File: config.mk
export PLATFORM = sky130hd
export DESIGN_NAME = adder64_operand_loader_flat
export DESIGN_NICKNAME = d
export VERILOG_FILES = /design/src/rtl/adder64_pkg.sv /design/src/rtl/adder64_operand_loader_if.sv /design/src/rtl/adder64_operand_loader_fa.sv /design/src/rtl/adder64_operand_loader.sv /design/src/flat_wrapper.sv
export SDC_FILE = /design/constraint.sdc
export NUM_CORES = 1
export LEC_CHECK = 0
export ABC_AREA = 1
export ABC_CLOCK_PERIOD_IN_PS = 32000
export BUFFER_PORTS_ARGS = -buffer_cell sky130_fd_sc_hd__clkbuf_2
export CORE_ASPECT_RATIO = 0.75
export CORE_UTILIZATION = 45
export DETAILED_ROUTE_END_ITERATION = 12
export GPL_TIMING_DRIVEN = 0
export PLACE_DENSITY = 0.73
export SLEW_MARGIN = 20
export SYNTH_ARGS = -nofsm -noshare
export SYNTH_HDL_FRONTEND = slang
export SYNTH_HIERARCHICAL = 1
export SYNTH_SLANG_ARGS = --single-unit
File: constraint.sdc
create_clock -name Clk -period 32 [get_ports Clk]
set_input_delay 1.6 -clock Clk [delete_from_list [all_inputs] [get_ports Clk]]
set_output_delay 1.6 -clock Clk [all_outputs]
set_load 0.02 [all_outputs]
File: src/rtl/adder64_pkg.sv
// Shared constants and types for the 64-bit adder operand loader.
// Optional overflow output is enabled with ADDER64_OVERFLOW_EN.
package adder64_pkg;

    localparam int BEAT_W       = 16;
    localparam int BEATS_PER_OP = 4;
    localparam int TOTAL_BEATS  = 8;
    localparam int OP_W         = BEAT_W * BEATS_PER_OP;

    typedef enum logic [1:0] {
        LOAD,
        CALC,
        DONE
    } state_t;

    typedef logic [2:0] cnt_t;

endpackage

File: src/rtl/adder64_operand_loader_if.sv
// Beat input bus and result output bus of the operand loader.
// Ov is present only with ADDER64_OVERFLOW_EN.
interface adder64_operand_loader_if;
    import adder64_pkg::*;

    logic              Ci;
    logic [BEAT_W-1:0] D;
    logic              DValid;
    logic              DReady;
    logic [OP_W-1:0]   S;
    logic              Co;
    logic              OValid;
    logic              OReady;
`ifdef ADDER64_OVERFLOW_EN
    logic              Ov;

    modport master (
        output Ci, D, DValid, OReady,
        input  DReady, S, Co, OValid, Ov
    );

    modport slave (
        input  Ci, D, DValid, OReady,
        output DReady, S, Co, OValid, Ov
    );
`else
    modport master (
        output Ci, D, DValid, OReady,
        input  DReady, S, Co, OValid
    );

    modport slave (
        input  Ci, D, DValid, OReady,
        output DReady, S, Co, OValid
    );
`endif

endinterface

File: src/rtl/adder64_operand_loader_fa.sv
// 64-bit ripple-carry full adder used by the operand loader.
module FullAdder64Bit (
    input  logic        Ci,
    input  logic [63:0] A,
    input  logic [63:0] B,
    output logic [63:0] S,
    output logic        Co
);

    logic w_c;

    always_comb begin
        S   = '0;
        w_c = Ci;
        for (int i = 0; i < 64; i++) begin
            S[i] = A[i] ^ B[i] ^ w_c;
            w_c  = (A[i] & B[i]) | (w_c & (A[i] ^ B[i]));
        end
        Co = w_c;
    end

endmodule

File: src/rtl/adder64_operand_loader.sv
// Collects A, B and Ci over a 16-bit beat bus, adds them, holds the result.
// Define ADDER64_OVERFLOW_EN to add the registered signed-overflow output Ov.
module adder64_operand_loader
    import adder64_pkg::*;
(
    input  logic Clk,
    input  logic Rst,
    adder64_operand_loader_if.slave bus
);

    state_t          r_state;
    state_t          w_next;
    cnt_t            r_cnt;
    logic [OP_W-1:0] r_a;
    logic [OP_W-1:0] r_b;
    logic            r_ci;
    logic            r_rdy;
    logic            r_ovld;
    logic [OP_W-1:0] r_s;
    logic            r_co;
    logic [OP_W-1:0] w_s;
    logic            w_co;
    logic            w_acc;
    logic            w_ohs;
    logic [5:0]      w_lsb;

    assign w_acc = r_rdy & bus.DValid & (r_state == LOAD);
    assign w_ohs = r_ovld & bus.OReady & (r_state == DONE);
    assign w_lsb = {r_cnt[1:0], 4'b0000};

    FullAdder64Bit u_fa (
        .Ci (r_ci),
        .A  (r_a),
        .B  (r_b),
        .S  (w_s),
        .Co (w_co)
    );

    always_comb begin
        w_next = r_state;
        unique case (r_state)
            LOAD: if (w_acc && r_cnt == cnt_t'(TOTAL_BEATS - 1)) w_next = CALC;
            CALC: w_next = DONE;
            DONE: if (w_ohs) w_next = LOAD;
            default: w_next = LOAD;
        endcase
    end

    always_ff @(posedge Clk or posedge Rst) begin
        if (Rst) begin
            r_state <= LOAD;
            r_rdy   <= 1'b0;
        end else begin
            r_state <= w_next;
            r_rdy   <= (w_next == LOAD);
        end
    end

    always_ff @(posedge Clk or posedge Rst) begin
        if (Rst) begin
            r_cnt  <= '0;
            r_a    <= '0;
            r_b    <= '0;
            r_ci   <= 1'b0;
            r_ovld <= 1'b0;
            r_s    <= '0;
            r_co   <= 1'b0;
        end else begin
            if (w_acc) begin
                r_cnt <= r_cnt + 3'd1;
                if (!r_cnt[2]) r_a[w_lsb +: BEAT_W] <= bus.D;
                else           r_b[w_lsb +: BEAT_W] <= bus.D;
                if (r_cnt == '0) r_ci <= bus.Ci;
            end
            if (r_state == CALC) begin
                r_s    <= w_s;
                r_co   <= w_co;
                r_ovld <= 1'b1;
            end
            if (w_ohs) begin
                r_ovld <= 1'b0;
                r_cnt  <= '0;
            end
        end
    end

    assign bus.DReady = r_rdy;
    assign bus.OValid = r_ovld;
    assign bus.S      = r_s;
    assign bus.Co     = r_co;

`ifdef ADDER64_OVERFLOW_EN
    logic r_ov;
    logic w_ov;

    assign w_ov = (r_a[OP_W-1] == r_b[OP_W-1]) & (w_s[OP_W-1] != r_a[OP_W-1]);

    always_ff @(posedge Clk or posedge Rst) begin
        if (Rst)                    r_ov <= 1'b0;
        else if (r_state == CALC) r_ov <= w_ov;
    end

    assign bus.Ov = r_ov;
`endif

endmodule
File: src/flat_wrapper.sv
// flat-port wrapper written by rule: the top's interface ports become plain ports
module adder64_operand_loader_flat import adder64_pkg::*;
  (Clk, Rst, bus_Ci, bus_D, bus_DValid, bus_OReady, bus_DReady, bus_S, bus_Co, bus_OValid);
  adder64_operand_loader_if bus_i ();
  input  logic Clk;
  input  logic Rst;
  input wire logic [$bits(bus_i.Ci)-1:0] bus_Ci;
  input wire logic [$bits(bus_i.D)-1:0] bus_D;
  input wire logic [$bits(bus_i.DValid)-1:0] bus_DValid;
  input wire logic [$bits(bus_i.OReady)-1:0] bus_OReady;
  output wire logic [$bits(bus_i.DReady)-1:0] bus_DReady;
  output wire logic [$bits(bus_i.S)-1:0] bus_S;
  output wire logic [$bits(bus_i.Co)-1:0] bus_Co;
  output wire logic [$bits(bus_i.OValid)-1:0] bus_OValid;
  assign bus_i.Ci = bus_Ci;
  assign bus_i.D = bus_D;
  assign bus_i.DValid = bus_DValid;
  assign bus_i.OReady = bus_OReady;
  assign bus_DReady = bus_i.DReady;
  assign bus_S = bus_i.S;
  assign bus_Co = bus_i.Co;
  assign bus_OValid = bus_i.OValid;
  adder64_operand_loader u_core (.Clk(Clk), .Rst(Rst), .bus(bus_i));
endmodule
==> impl_metrics.csv <==
group,metric,value,unit
pwr,max-vdd-ir-drop,0.0380,mV
die,core.rowCount,46,
finish,nets,1294,
clocking,htree_levels,1,
die,die-width,173,um
logic_synthesis,synth_area,9850,um2
timing,fin_hold_ws,468,ps
pwr,p_int,589,uW
logic_synthesis,syn_nets,1183,
worst_setup_path,path_max_fanout,2,
route,postRouteAntennaNets,0,
route,first_pass_iters,5,
place,dpl-instance-area,10700,um2
pwr,total_power,1.01,mW
place,post-dp-hpwl,18.1,mm
logic_synthesis,ys_types,18,
clocking,clk_latency,500,ps
die,core_area,21300,um2
clocking,cts-hold-fix-buffers,0,
finish,final_util,53.4,%
timing,worstMarginPinSlew,719,ps
route,drc,0,
clocking,post_cts_resized,0,
global_route,grt_max_degree,102,
timing,finalSetupViolCount,0,
place,port-buffer-count,87,
route,drtIter0Drc,696,
finish,syn_to_final_growth,15.5,%
worst_setup_path,worstSetupPathType,"reg2reg",
timing,period_needed,26430,ps
clocking,cts_tree,"done",
die,start_util,46.2,%
pwr,pwr-share-seq,39.3,%
die,die_h,130,um
die,num_io_pins,88,
logic_synthesis,synth_area_per_cell,9.03,um2
global_route,grt_pass1_vias,7939,
logic_synthesis,ys_warn_count,6,
timing,slew_headroom,52.1,%
place,dp.cells,1467,
logic_synthesis,ys_ff_latch,201,
pwr,p_comb_share,36.6,%
timing,fmax,37.8,MHz
outcome,status,"finished clean",
finish,final_cells,1504,
timing,setup_tns,0,ps
worst_setup_path,critPathLaunchType,"flip-flop",
worst_setup_path,crit_path_max_incr_delay,450,ps
route,drt-total-wl,25.0,mm
timing,worst_slack,5570,ps
pwr,switching_share,41.9,%
finish,drive_above_1_share,12.7,%
timing,drv_slew,0,
finish,antenna_cells,0,
pwr,power_density,89.1,nW/um2
timing,fin_crit_sh,82.6,%
finish,fillers,1970,
global_route,grt_pass1_wl,41.3,mm
logic_synthesis,synthCells,1091,
worst_setup_path,worstPathArrival,26870,ps
global_route,overflow,0,
global_route,antenna_found_initial,0,
worst_setup_path,cpMostUsedCell,"fa_1",
route,routedWlPerCell,16.6,um
clocking,path_clk_slew,60,ps
clocking,cts_post_setup_buffers_inserted,0,
worst_setup_path,crit_slowest_cell,"fa_1",
clocking,cts_buffer_depth,3,
finish,design_area,11400,um2
clocking,cts-root-buf,"clkbuf_16",
timing,grt_setup_unrepaired,"no",
clocking,cts.sinks,201,
job,drv_cap,0,
timing,skew,7.47,ps
route,via_per_inst,5.27,
place,gp_congestion,0.990,
pwr,leakagePower,6.36,nW
pwr,switchingPower,424,uW
place,dpl_worst_slack,5780,ps
global_route,grt_usage,23.1,%
die,dieArea,22500,um2
timing,final_hold_viol_count,0,
worst_setup_path,crit_required,32430,ps
route,vias,7928,
hold_path,hold_class,"reg2reg",
worst_setup_path,setup.worst_path.end_class,"flip-flop",
pwr,power.clock.fraction,24.1,%
clocking,cts_buffers,21,
logic_synthesis,ys_seq_area_share,51.1,%
[worst max-delay path, delay by kind of cell, from the launching register on]
kind	cells	cell delay [ps]
flops	1	410
simple gates	2	150
fa+ha+maj	64	25530
buf+inv	4	270
[state kept, by name, summed over array words and instances, names as in the netlist]
register and count:
u_core/r_b 64, u_core/r_cnt 3, u_core/r_state 2, u_core/bus.Co 1
u_core/bus.DReady 1, u_core/bus.S 64, u_core/r_a 64, u_core/r_ci 1
u_core/bus.OValid 1
[metal layers]
metal  global-route usage [%]  vias up  part of all wire [%]
li1                         -     3696                     -
met1                     34.1     3869                    47
met2                     35.2      308                    43
met3                     3.47       55                   6.9
met4                     7.65        0                   3.0
met5                        0        -                     0
[logic make-up after synthesis]
logic type      synth area share, %
compound gates                0.152
fa+ha+maj                      13.9
buf+inv                        3.89
flops                          51.1
simple gates                   31.0
[area by class of cell]
type | instances | area [um2] | share of cell area (%)
sequential | 201 | 5030 | 44.2
multi-input combinational | 798 | 4440 | 39.0
clock buffer | 28 | 622 | 5.47
timing repair buffer | 88 | 463 | 4.07
tap | 288 | 360 | 3.17
buffer | 72 | 305 | 2.68
inverter | 20 | 85.1 | 0.748
clock inverter | 9 | 70.1 | 0.616
[placed cells by master (no fill, tap or decap), drive strengths merged]
cell    synthesis  final
nand2         446    446
dfrtp         201    201
nand3         199    199
clkbuf         42    157
fa             64     64
nor2           40     40
buf            30     31
nor3           30     30
inv            20     20
nand4           9      9
clkinv          0      8
ha              7      7
o21ai           3      3
bufinv          0      1
[synthesized netlist by cell type (all sizes together)]
cell	n	area (um2)
o21ai	3	15.0
inv	20	77.6
nor2	40	173
nand2	446	1680
ha	7	87.6
clkbuf	42	158
nand3	199	996
nor3	30	150
dfrtp	201	5030
buf	30	148
nand4	9	56.3
fa	64	1280
[path summary, 6_finish.rpt]
kind,start,depth (start not counted),endpoint,slack (ps)
worst min-delay path,u_core/bus.S[54],2,u_core/bus.S[54],470
worst max register to register,u_core/r_a[0],70,u_core/bus.S[63],5570
min in group asynchronous,Rst,2,u_core/bus.S[2],1210
worst min register to register,u_core/bus.S[54],2,u_core/bus.S[54],470
max in group asynchronous,Rst,3,u_core/r_a[36],29870
worst max-delay path,u_core/r_a[0],70,u_core/bus.S[63],5570
[power by group through the flow]
| stage | sequential [mW] | combinational, mW | clock (mW) |
|---|---|---|---|
| 6_report | 0.398 | 0.371 | 0.244 |
| 5_1_grt | 0.410 | 0.414 | 0.259 |
| 4_1_cts | 0.399 | 0.366 | 0.248 |
| 3_5_place_dp | 0.402 | 0.363 | 0 |
| 3_3_place_gp | 0.398 | 0.354 | 0 |
| 2_1_floorplan | 0.412 | 0.231 | 0 |
Power figures use the tool's default switching activity.
